$ cat src/rtl/cflog_write_seq.sv
// Control-flow log writer: accepts src/dest pairs, writes them as two consecutive
// log words, and requests a flush when the log fills or the final pair is written.
module cflog_write_seq #(
  parameter logic [15:0] LOG_SIZE = 16'h0100
) (
  input  logic        clk,
  input  logic        puc,
  input  logic        entry_valid,
  output logic        entry_ready,
  input  logic [15:0] entry_src,
  input  logic [15:0] entry_dest,
  input  logic        entry_final,
  output logic        hw_wen,
  output logic [15:0] log_ptr,
  output logic [15:0] log_data,
  output logic        flush,
  input  logic        flush_ack
);

  typedef enum logic [1:0] {StIdle, StWrSrc, StWrDest, StFlush} state_e;

  state_e      state_q, state_d;
  logic [15:0] ptr_q, ptr_d;
  logic [15:0] src_q, src_d;
  logic [15:0] dest_q, dest_d;
  logic        final_q, final_d;
  logic [15:0] ptr_inc;

  assign ptr_inc = ptr_q + 16'd1;
  assign log_ptr = ptr_q;

  always_comb begin
    state_d     = state_q;
    ptr_d       = ptr_q;
    src_d       = src_q;
    dest_d      = dest_q;
    final_d     = final_q;
    entry_ready = 1'b0;
    hw_wen      = 1'b0;
    log_data    = 16'h0000;
    flush       = 1'b0;

    unique case (state_q)
      StIdle: begin
        entry_ready = 1'b1;
        if (entry_valid) begin
          src_d   = entry_src;
          dest_d  = entry_dest;
          final_d = entry_final;
          state_d = StWrSrc;
        end
      end
      StWrSrc: begin
        hw_wen   = 1'b1;
        log_data = src_q;
        ptr_d    = ptr_inc;
        state_d  = StWrDest;
      end
      StWrDest: begin
        hw_wen   = 1'b1;
        log_data = dest_q;
        ptr_d    = ptr_inc;
        // The incremented pointer is kept through FLUSH so the TCB sees the fill level.
        state_d  = ((ptr_inc == LOG_SIZE) || final_q) ? StFlush : StIdle;
      end
      StFlush: begin
        flush = 1'b1;
        if (flush_ack) begin
          ptr_d   = 16'h0000;
          state_d = StIdle;
        end
      end
      default: state_d = StIdle;
    endcase

    // Reset overrides outputs too, so an in-flight write is suppressed in the puc cycle.
    if (puc) begin
      state_d     = StIdle;
      ptr_d       = 16'h0000;
      src_d       = 16'h0000;
      dest_d      = 16'h0000;
      final_d     = 1'b0;
      entry_ready = 1'b1;
      hw_wen      = 1'b0;
      log_data    = 16'h0000;
      flush       = 1'b0;
    end
  end

  always_ff @(posedge clk) begin
    state_q <= state_d;
    ptr_q   <= ptr_d;
    src_q   <= src_d;
    dest_q  <= dest_d;
    final_q <= final_d;
  end

endmodule

$ cat config.mk
export PLATFORM = sky130hd
export DESIGN_NAME = cflog_write_seq
export DESIGN_NICKNAME = d
export VERILOG_FILES = /design/src/rtl/cflog_write_seq.sv
export SDC_FILE = /design/constraint.sdc
export NUM_CORES = 1
export LEC_CHECK = 0
export ABC_AREA = 1
export BUFFER_PORTS_ARGS = -buffer_cell sky130_fd_sc_hd__buf_2
export CAP_MARGIN = 20
export CORE_MARGIN = 4
export CORE_UTILIZATION = 40
export CTS_CLUSTER_DIAMETER = 200
export DETAILED_ROUTE_END_ITERATION = 10
export GPL_ROUTABILITY_DRIVEN = 0
export SLEW_MARGIN = 30
export SYNTH_ARGS = -nofsm -noshare
export SYNTH_HDL_FRONTEND = slang
export SYNTH_SLANG_ARGS = --single-unit
$ cat constraint.sdc
create_clock -name clk -period 3.29 [get_ports clk]
set_input_delay 0.1645 -clock clk [delete_from_list [all_inputs] [get_ports clk]]
set_output_delay 0.1645 -clock clk [all_outputs]
set_load 0.1 [all_outputs]
# [Word level (Yosys, flattened, before mapping)]
# Index checks and enable logic that the tools add are counted.
[classes] n_reduce_logical=7 eq_ne=6 n_addsub=1 mux=14
[op_table] operator="$pmux 16 s2" count=2
[op_table] operator="$mux 16" count=2
[op_table] operator="$add 16x1->16 const B" count=1
[op_table] operator="$eq 16x9->1 const B" count=1
[op_table] operator="$pmux 2 s4" count=1
[op_table] operator="$mux 1" count=6
[op_table] operator="$mux 2" count=3
[op_table] operator="$reduce_and 2->1" count=3
[op_table] operator="$eq 2x2->1 const B" count=2
[op_table] operator="$ne 2x2->1 const B" count=2
[op_table] operator="$eq 2x1->1 const B" count=1
[op_table] operator="$logic_not 2->1" count=1
[op_table] operator="$reduce_bool 2->1" count=1
[op_table] operator="$reduce_or 2->1" count=1
[op_table] operator="$logic_or 1x1->1" count=1
[word_totals] word_cells=33 input_bits=37 regBits=51 output_inout_bits=35

# [Logic depth before layout (Yosys ltp)]
# Gate-level depths: netlist (run 1).
[logic_depth] ltp_word=5 ltp_mapped=12 mapped_depth_nobuf=12

# [Worst setup path before layout (run 1)]
# Ideal clock, no wire load.
[synth_timing] path_kind="register to output" start="register state_q[0]" end="output log_data[10]" n_path_buf=1 t_arrival_ns=4.107 required_time_ns=3.125 path_stages_with_launch=8 slack_ns=-0.982 cell_sequence="dfxtp_1 > inv_1 > ha_1 > inv_1 > nor2_1 > inv_1 > clkbuf_1 > a21oi_1"
[synth_via] elab_chain_len=3 word_cells_on_any_way=4 classes_between="2 x eq/ne; 2 x mux"
[synth_rtl] element="start: declaration" line_no="22" text="state_e state_q, state_d;"
[synth_rtl] element="start signal: assignment" line_no="91" text="state_q <= state_d;"
[synth_rtl] element="$eq 2x2->1 / $eq 2x1->1 (equally long branches)" line_no="43" text="unique case (state_q)"
[synth_rtl] element="$pmux 16 s2 (*)" line_no="43"
[synth_rtl] element="$mux 16 (*)" line_no="77" text="if (puc) begin"
[synth_rtl] element="end: declaration" line_no="15" text="output logic [15:0] log_data,"
# Every way passes the cells marked *; elsewhere a longest branch is shown, timed or not.

# [Final worst setup path (run 1)]
[layout_timing] start="register state_q[0]" end="output log_data[7]"
# The elaborated chain is that of the path after synthesis.

==> flow_metrics.py, run 1 <==
metrics = {
    "placement": {
        "place_ws_ns": 1.23,
        "dp_hpwl_um": 4590,
        "place_inst": 522,
        "port_buffers": 71,
        "place_area_sq_um": 3000,
    },
    "finish": {
        "fin_area_sq_um": 3100,
        "stdcell_count": 530,
        "drive_gt1_frac": 0.240,
        "area_delta_synth_final_pct": 21.6,
        "post-route-util": 0.511,
        "final_nets": 496,
        "antenna_cells": 0,
    },
    "global_routing": {
        "gr-usage-met1": 0.234,
        "grt_pass1_vias": 2384,
        "grt_max_degree": 38,
        "grt_use_met3": 0.0395,
        "antenna_found_initial": 0,
        "use_met2": 0.291,
        "grt_pass1_wl_um": 10900,
        "top_usage_layer": "met2",
        "grt_usage": 0.177,
        "gr-total-overflow": 0,
    },
    "clocking": {
        "ctsResizeCount": 0,
        "numCtsBuffers": 5,
        "ctsHoldBuffers": 0,
        "cts-root-buf": "clkbuf_8",
        "post-cts-setup-buffers": 0,
        "clk_latency_ns": 0.30,
        "path_clk_slew_ns": 0.10,
        "htree_levels": 2,
        "cts.sinks": 51,
        "cts_tree": "done",
        "clockBufferDepth": 2,
    },
    "critical_path": {
        "critPathLaunch": "state_q[0]",
        "crit_type": "flip-flop to output port",
        "worstPathRequired_ns": 3.13,
        "crit_family": "buffers and inverters",
        "crit_path_frequent_cell": "inv_1",
        "path_max_fanout": 16,
        "critPathMaxStageDelay_ns": 0.45,
        "slowest_stage": "buf_2",
        "start_kind": "flip-flop",
        "worstPathArrival_ns": 2.23,
        "crit_buf_inv": 4,
        "endpoint_kind": "output port",
        "r2r-start": "log_ptr[0]",
        "crit_chain": "inv_1 > ha_1 > inv_1 > nor2_2 > inv_1 > a21oi_2 > buf_2",
    },
    "die": {
        "die_w_um": 87.8,
        "dieArea_sq_um": 7700,
        "num_rows": 28,
        "core_sq_um": 6060,
        "chipHeight_um": 87.8,
        "initial_core_util": 0.420,
        "ios": 72,
    },
    "power": {
        "p_leak_nw": 1.30,
        "total_power_mw": 1.79,
        "p_per_area_nw_per_um2": 578,
        "vdd_drop_max_uv": 271,
    },
    "outcome": {
        "status": "completed",
    },
    "sta": {
        "slew_headroom": 0.454,
        "slew_violations": 0,
        "rsz0062_at_grt": "false",
        "finalSetupTns_ns": 0,
        "finClkSkew_ns": 0.00877,
        "finalSetupViolCount": 0,
        "holdWs_ns": 0.103,
        "fin_ws_ns": 0.896,
        "hold_viol_final": 0,
        "fmax_mhz": 418,
        "max_slew.worst_pin.slew_ns": 0.818,
        "min_period_ns": 2.39,
        "period_share": 0.728,
    },
    "drt": {
        "drtIter0Drc": 109,
        "via_per_inst": 4.95,
        "drtPass1Iterations": 4,
        "drtAntennaViolNets": 0,
        "vias": 2621,
        "wire_per_inst_um": 12.3,
        "route.detailed.drc": 0,
        "finalWirelength_um": 6520,
    },
    "yosys": {
        "syn_area_sq_um": 2540,
        "ys_ff_latch": 51,
        "syn_inst": 392,
        "syn_nets": 434,
        "seq_area_frac_synth": 0.401,
        "synth.distinct_cells": 23,
        "ys_warn_count": 0,
        "avgSynthCellArea_sq_um": 6.49,
    },
    "flow_run": {
        "cap_violations": 0,
    },
    "hold_path": {
        "worstHoldPathType": "input port to flip-flop",
        "hp-start": "entry_dest[14]",
    },
}
power by group:
group / total, mW / internal, mW / switching, mW
sequential: 0.764 / 0.709 / 0.0552
combinational: 0.643 / 0.146 / 0.496
clock: 0.384 / 0.173 / 0.211
total: 1.79 / 1.03 / 0.762
registers in the layout, indices dropped and copies added (netlist names):
signal / count
dest_q: 16
final_q: 1
log_ptr: 16
src_q: 16
state_q: 2
final cells by class:
class | instances | area (sq um)
clock buffers | 7 | 86.3
well taps | 75 | 93.8
fillers | 673 | 2970
inverters | 23 | 86.3
multi-input cells | 300 | 1430
flip-flops and latches | 51 | 1020
repair buffers | 73 | 370
clock inverters | 1 | 8.76
worst paths after layout:
kind / to / slack [ns] / depth (start not counted)
setup / recovery: log_data[7] / 0.90 / 7
hold / removal: dest_q[14] / 0.10 / 3
setup reg to reg: state_q[1] / 1.49 / 11
hold reg to reg: final_q / 0.45 / 2
synth_stat cells:
cell,count,area [sq um]
xor2_1,1,8.76
a211oi_1,1,7.51
buf_1,2,7.51
o22ai_1,1,6.26
clkbuf_1,15,56.3
nor2_2,3,18.8
o21ai_1,1,5.00
a21oi_1,35,175
nand4_1,5,31.3
nand3_2,1,10.0
ha_1,5,62.6
inv_2,1,3.75
buf_4,1,7.51
nor2_1,81,304
nand3_1,20,100
o21bai_1,2,15.0
nand3b_1,2,15.0
nand2_2,3,18.8
inv_1,22,82.6
dfxtp_1,51,1020
nand2_1,101,379
nor2_4,3,33.8
o21ai_0,35,175
cell families (layout without fill, tap and decap cells):
kind of cell               Yosys count  count (layout)  share of synthesized area
adders and majority gates            5               5                     0.0246
AOI/OAI and AO/OA                   75              75                      0.151
xor gates and xnor gates             1               1                    0.00344
buffers and inverters               41             104                     0.0619
and+or+nand+nor                    219             219                      0.358
DFF                                 51              51                      0.401
tightest hold or removal path, cell delays in order:
cell and delay [ns]:
buf_2 0.07, o21ai_0 0.07, nor2_1 0.08
placed cells by master (no fill, tap or decap), types with 5 or more instances in the layout:
cell,instances
nand4_1,5
a21oi_1,19
inv_1,21
nor2_1,80
dfxtp_1,51
nand3_1,20
o21ai_0,35
clkbuf_8,6
ha_1,5
buf_2,71
a21oi_2,16
nand2_1,101
metal layers:
layer  up-vias  wire length (um)
met4         0                57
met3         6               416
met5         -                 0
met2        65              3040
met1      1175              3000
li1       1375                 -
(Power assumes the default switching activity.)
==> inputs of run 2 (changes only) <==
--- a/config.mk
+++ b/config.mk
@@ -5,7 +5,7 @@
 export SDC_FILE = /design/constraint.sdc
 export NUM_CORES = 1
 export LEC_CHECK = 0
-export ABC_AREA = 1
+export ABC_AREA = 0
 export BUFFER_PORTS_ARGS = -buffer_cell sky130_fd_sc_hd__buf_2
 export CAP_MARGIN = 20
 export CORE_MARGIN = 4
@@ -13,6 +13,7 @@
 export CTS_CLUSTER_DIAMETER = 200
 export DETAILED_ROUTE_END_ITERATION = 10
 export GPL_ROUTABILITY_DRIVEN = 0
+export PLACE_DENSITY = 0.66
 export SLEW_MARGIN = 30
 export SYNTH_ARGS = -nofsm -noshare
 export SYNTH_HDL_FRONTEND = slang
==> constraint.sdc (replaced) <==
create_clock -name clk -period 2.2 [get_ports clk]
set_input_delay 0.11 -clock clk [delete_from_list [all_inputs] [get_ports clk]]
set_output_delay 0.11 -clock clk [all_outputs]
set_load 0.1 [all_outputs]
==> run 2 against run 1 <==
  * Synthesized area increased by 0.79%
  * Combinational power increased by 93%
  * Count of clock-buffer cells in the layout decreased by 1
  * Global-route usage increased by 0.96 points
  * First-iteration DRC count increased by 100%
  * Final cell count decreased by 10%
  * Worst hold slack got worse by 0.068 ns
  * Clock power increased by 78%
  * Sequential share of layout area decreased by 2.1 points
  * Non-clock buffer count increased by 7
  * Core utilization increased by 4.4 points
  * Highest routed layer unchanged
==> flow_metrics.py, run 2 <==
metrics = {
    "power": {
        "p_leak_nw": 1.32,
        "total_power_mw": 3.08,
        "vdd_drop_max_uv": 562,
        "p_per_area_nw_per_um2": 915,
    },
    "finish": {
        "area_delta_synth_final_pct": 31.1,
        "final_common_cell": "nand2_1",
        "final_nets": 441,
        "final_cell_mix": "nand2_1, buf_2, a21oi_1",
        "regArea_sq_um": 1040,
        "nFillCells": 564,
        "antenna_cells": 0,
        "drive_gt1_frac": 0.278,
        "fin_area_sq_um": 3360,
        "post-route-util": 0.555,
        "multi_input_area_sq_um": 1410,
    },
    "drt": {
        "drtAntennaViolNets": 0,
        "wire_per_inst_um": 14.9,
        "finalWirelength_um": 7070,
        "drtIter0Drc": 218,
        "route.detailed.drc": 0,
        "drtPass1Iterations": 5,
        "via_per_inst": 5.45,
        "vias": 2590,
    },
    "sta": {
        "finalSetupViolCount": 0,
        "finClkSkew_ns": 0.00831,
        "period_share": 0.942,
        "slew_headroom": 0.644,
        "fmax_mhz": 483,
        "hold_viol_final": 0,
        "rsz0062_at_grt": "false",
        "min_period_ns": 2.07,
        "holdWs_ns": 0.0349,
        "slew_violations": 0,
        "max_slew.worst_pin.slew_ns": 0.534,
    },
    "hold_path": {
        "worstHoldPathType": "input port to flip-flop",
    },
    "clocking": {
        "cts_tree": "done",
        "numCtsBuffers": 5,
        "path_clk_slew_ns": 0.09,
        "clockBufferDepth": 2,
        "ctsHoldBuffers": 0,
        "cts-root-buf": "clkbuf_8",
        "clk_latency_ns": 0.30,
        "htree_levels": 2,
        "cts.sinks": 51,
    },
    "global_routing": {
        "grt_usage": 0.186,
        "gr-total-overflow": 0,
        "grt_max_degree": 34,
        "antenna_found_initial": 0,
        "grt_pass1_wl_um": 11500,
        "grt_pass1_vias": 2371,
    },
    "die": {
        "initial_core_util": 0.423,
        "die_w_um": 88.1,
        "num_rows": 28,
        "dieArea_sq_um": 7760,
        "ios": 72,
        "chipHeight_um": 88.1,
        "core_sq_um": 6060,
    },
    "yosys": {
        "avgSynthCellArea_sq_um": 7.50,
        "synthFlopType": "dfxtp_1",
        "synth_top_cells_by_count": "nand2_1, dfxtp_1, a21oi_1, nor2_1, clkbuf_1",
        "syn_nets": 384,
        "ys_ff_latch": 51,
        "synth_most_common_cell": "nand2_1",
        "synth.distinct_cells": 42,
        "ys_warn_count": 0,
        "post-synth-top-area-cell": "dfxtp_1",
        "ys_top_cells_by_area": "dfxtp_1, nand2_1, a21oi_1, a22oi_1, nor2_1",
        "synth_top_cell_area_share": 0.398,
        "syn_area_sq_um": 2560,
        "synthArstFlopShare": 0,
        "syn_inst": 342,
        "seq_area_frac_synth": 0.398,
        "synth-edff-count": 0,
    },
    "flow_run": {
        "cap_violations": 0,
    },
    "placement": {
        "dp_hpwl_um": 4920,
        "place_area_sq_um": 3230,
        "port_buffers": 71,
    },
    "outcome": {
        "status": "completed",
    },
    "critical_path": {
        "crit_family": "buffers and inverters",
        "crit_buf_inv": 3,
        "path_max_fanout": 17,
        "crit_type": "flip-flop to output port",
        "critPathMaxStageDelay_ns": 0.43,
        "worstPathArrival_ns": 1.96,
        "slowest_stage": "dfxtp_1",
        "endpoint_kind": "output port",
        "start_kind": "flip-flop",
        "worstPathRequired_ns": 2.09,
        "crit_chain": "inv_1 > ha_4 > nand2b_1 > buf_4 > nor2_1 > buf_12",
    },
}
run 2: cell families (layout without fill, tap and decap cells):
kind of cell               Yosys count  in the layout  synth area share
and+or+nand+nor                    149            149             0.276
adders and majority gates            5              5            0.0244
AOI/OAI and AO/OA                   98             98             0.230
muxes                                1              1           0.00390
DFF                                 51             51             0.398
buffers and inverters               35             93            0.0576
xor gates and xnor gates             3              3            0.0102
run 2: layer usage:
metal,track usage,share of wire,up-vias
met1,0.271,0.46,1188
met2,0.276,0.46,83
met5,0,0,-
met4,0.0549,0.014,0
li1,-,-,1312
met3,0.0423,0.071,7
run 2: per-stage QoR:
step / setup TNS [ns] / cells / setup slack, ns
finish: 0 / 475 / 0.128
global route: 0 / 475 / 0.0266
CTS: 0 / 475 / 0.00292
detailed placement: 0 / 467 / 0.266
global placement: 0 / 467 / 0.317
floorplan: -5.08 / 342 / -0.398
run 2: what timing repair did:
| item | 4_1_cts | 5_1_grt |
|---|---|---|
| gates resized for setup | 1 | 1 |
| endpoints found under the setup margin | 16 | 16 |
| buffers inserted | 0 | 0 |
| hold endpoints to repair | 0 | 0 |
| gates cloned | 0 | 0 |
run 2: cell type report:
type                    instances  share of cell area
multi-input cells             256               0.420
flip-flops and latches         51               0.309
repair buffers                 80               0.202
well taps                      75              0.0279
clock buffers                   6              0.0246
clock inverters                 2              0.0115
inverters                       5             0.00558
run 2: worst min-delay path, stage by stage:
cell	delay (ns)
buf_2	0.09
nand2_1	0.04
a21oi_1	0.05
run 2: where the power goes:
part           switching [mW]  leakage [nW]  internal [mW]
logic                   0.855         0.831          0.389
clock network           0.309        0.0618          0.374
registers              0.0939         0.424           1.06
run 2: path summary, 6_finish.rpt:
| path | endpoint | slack, ns | cells after the start | from |
|---|---|---|---|---|
| setup / recovery | log_data[2] | 0.13 | 6 | state_q[1] |
| hold / removal | dest_q[11] | 0.03 | 3 | entry_dest[11] |
| setup reg to reg | state_q[1] | 0.32 | 6 | state_q[0] |
| hold reg to reg | src_q[2] | 0.46 | 2 | src_q[2] |
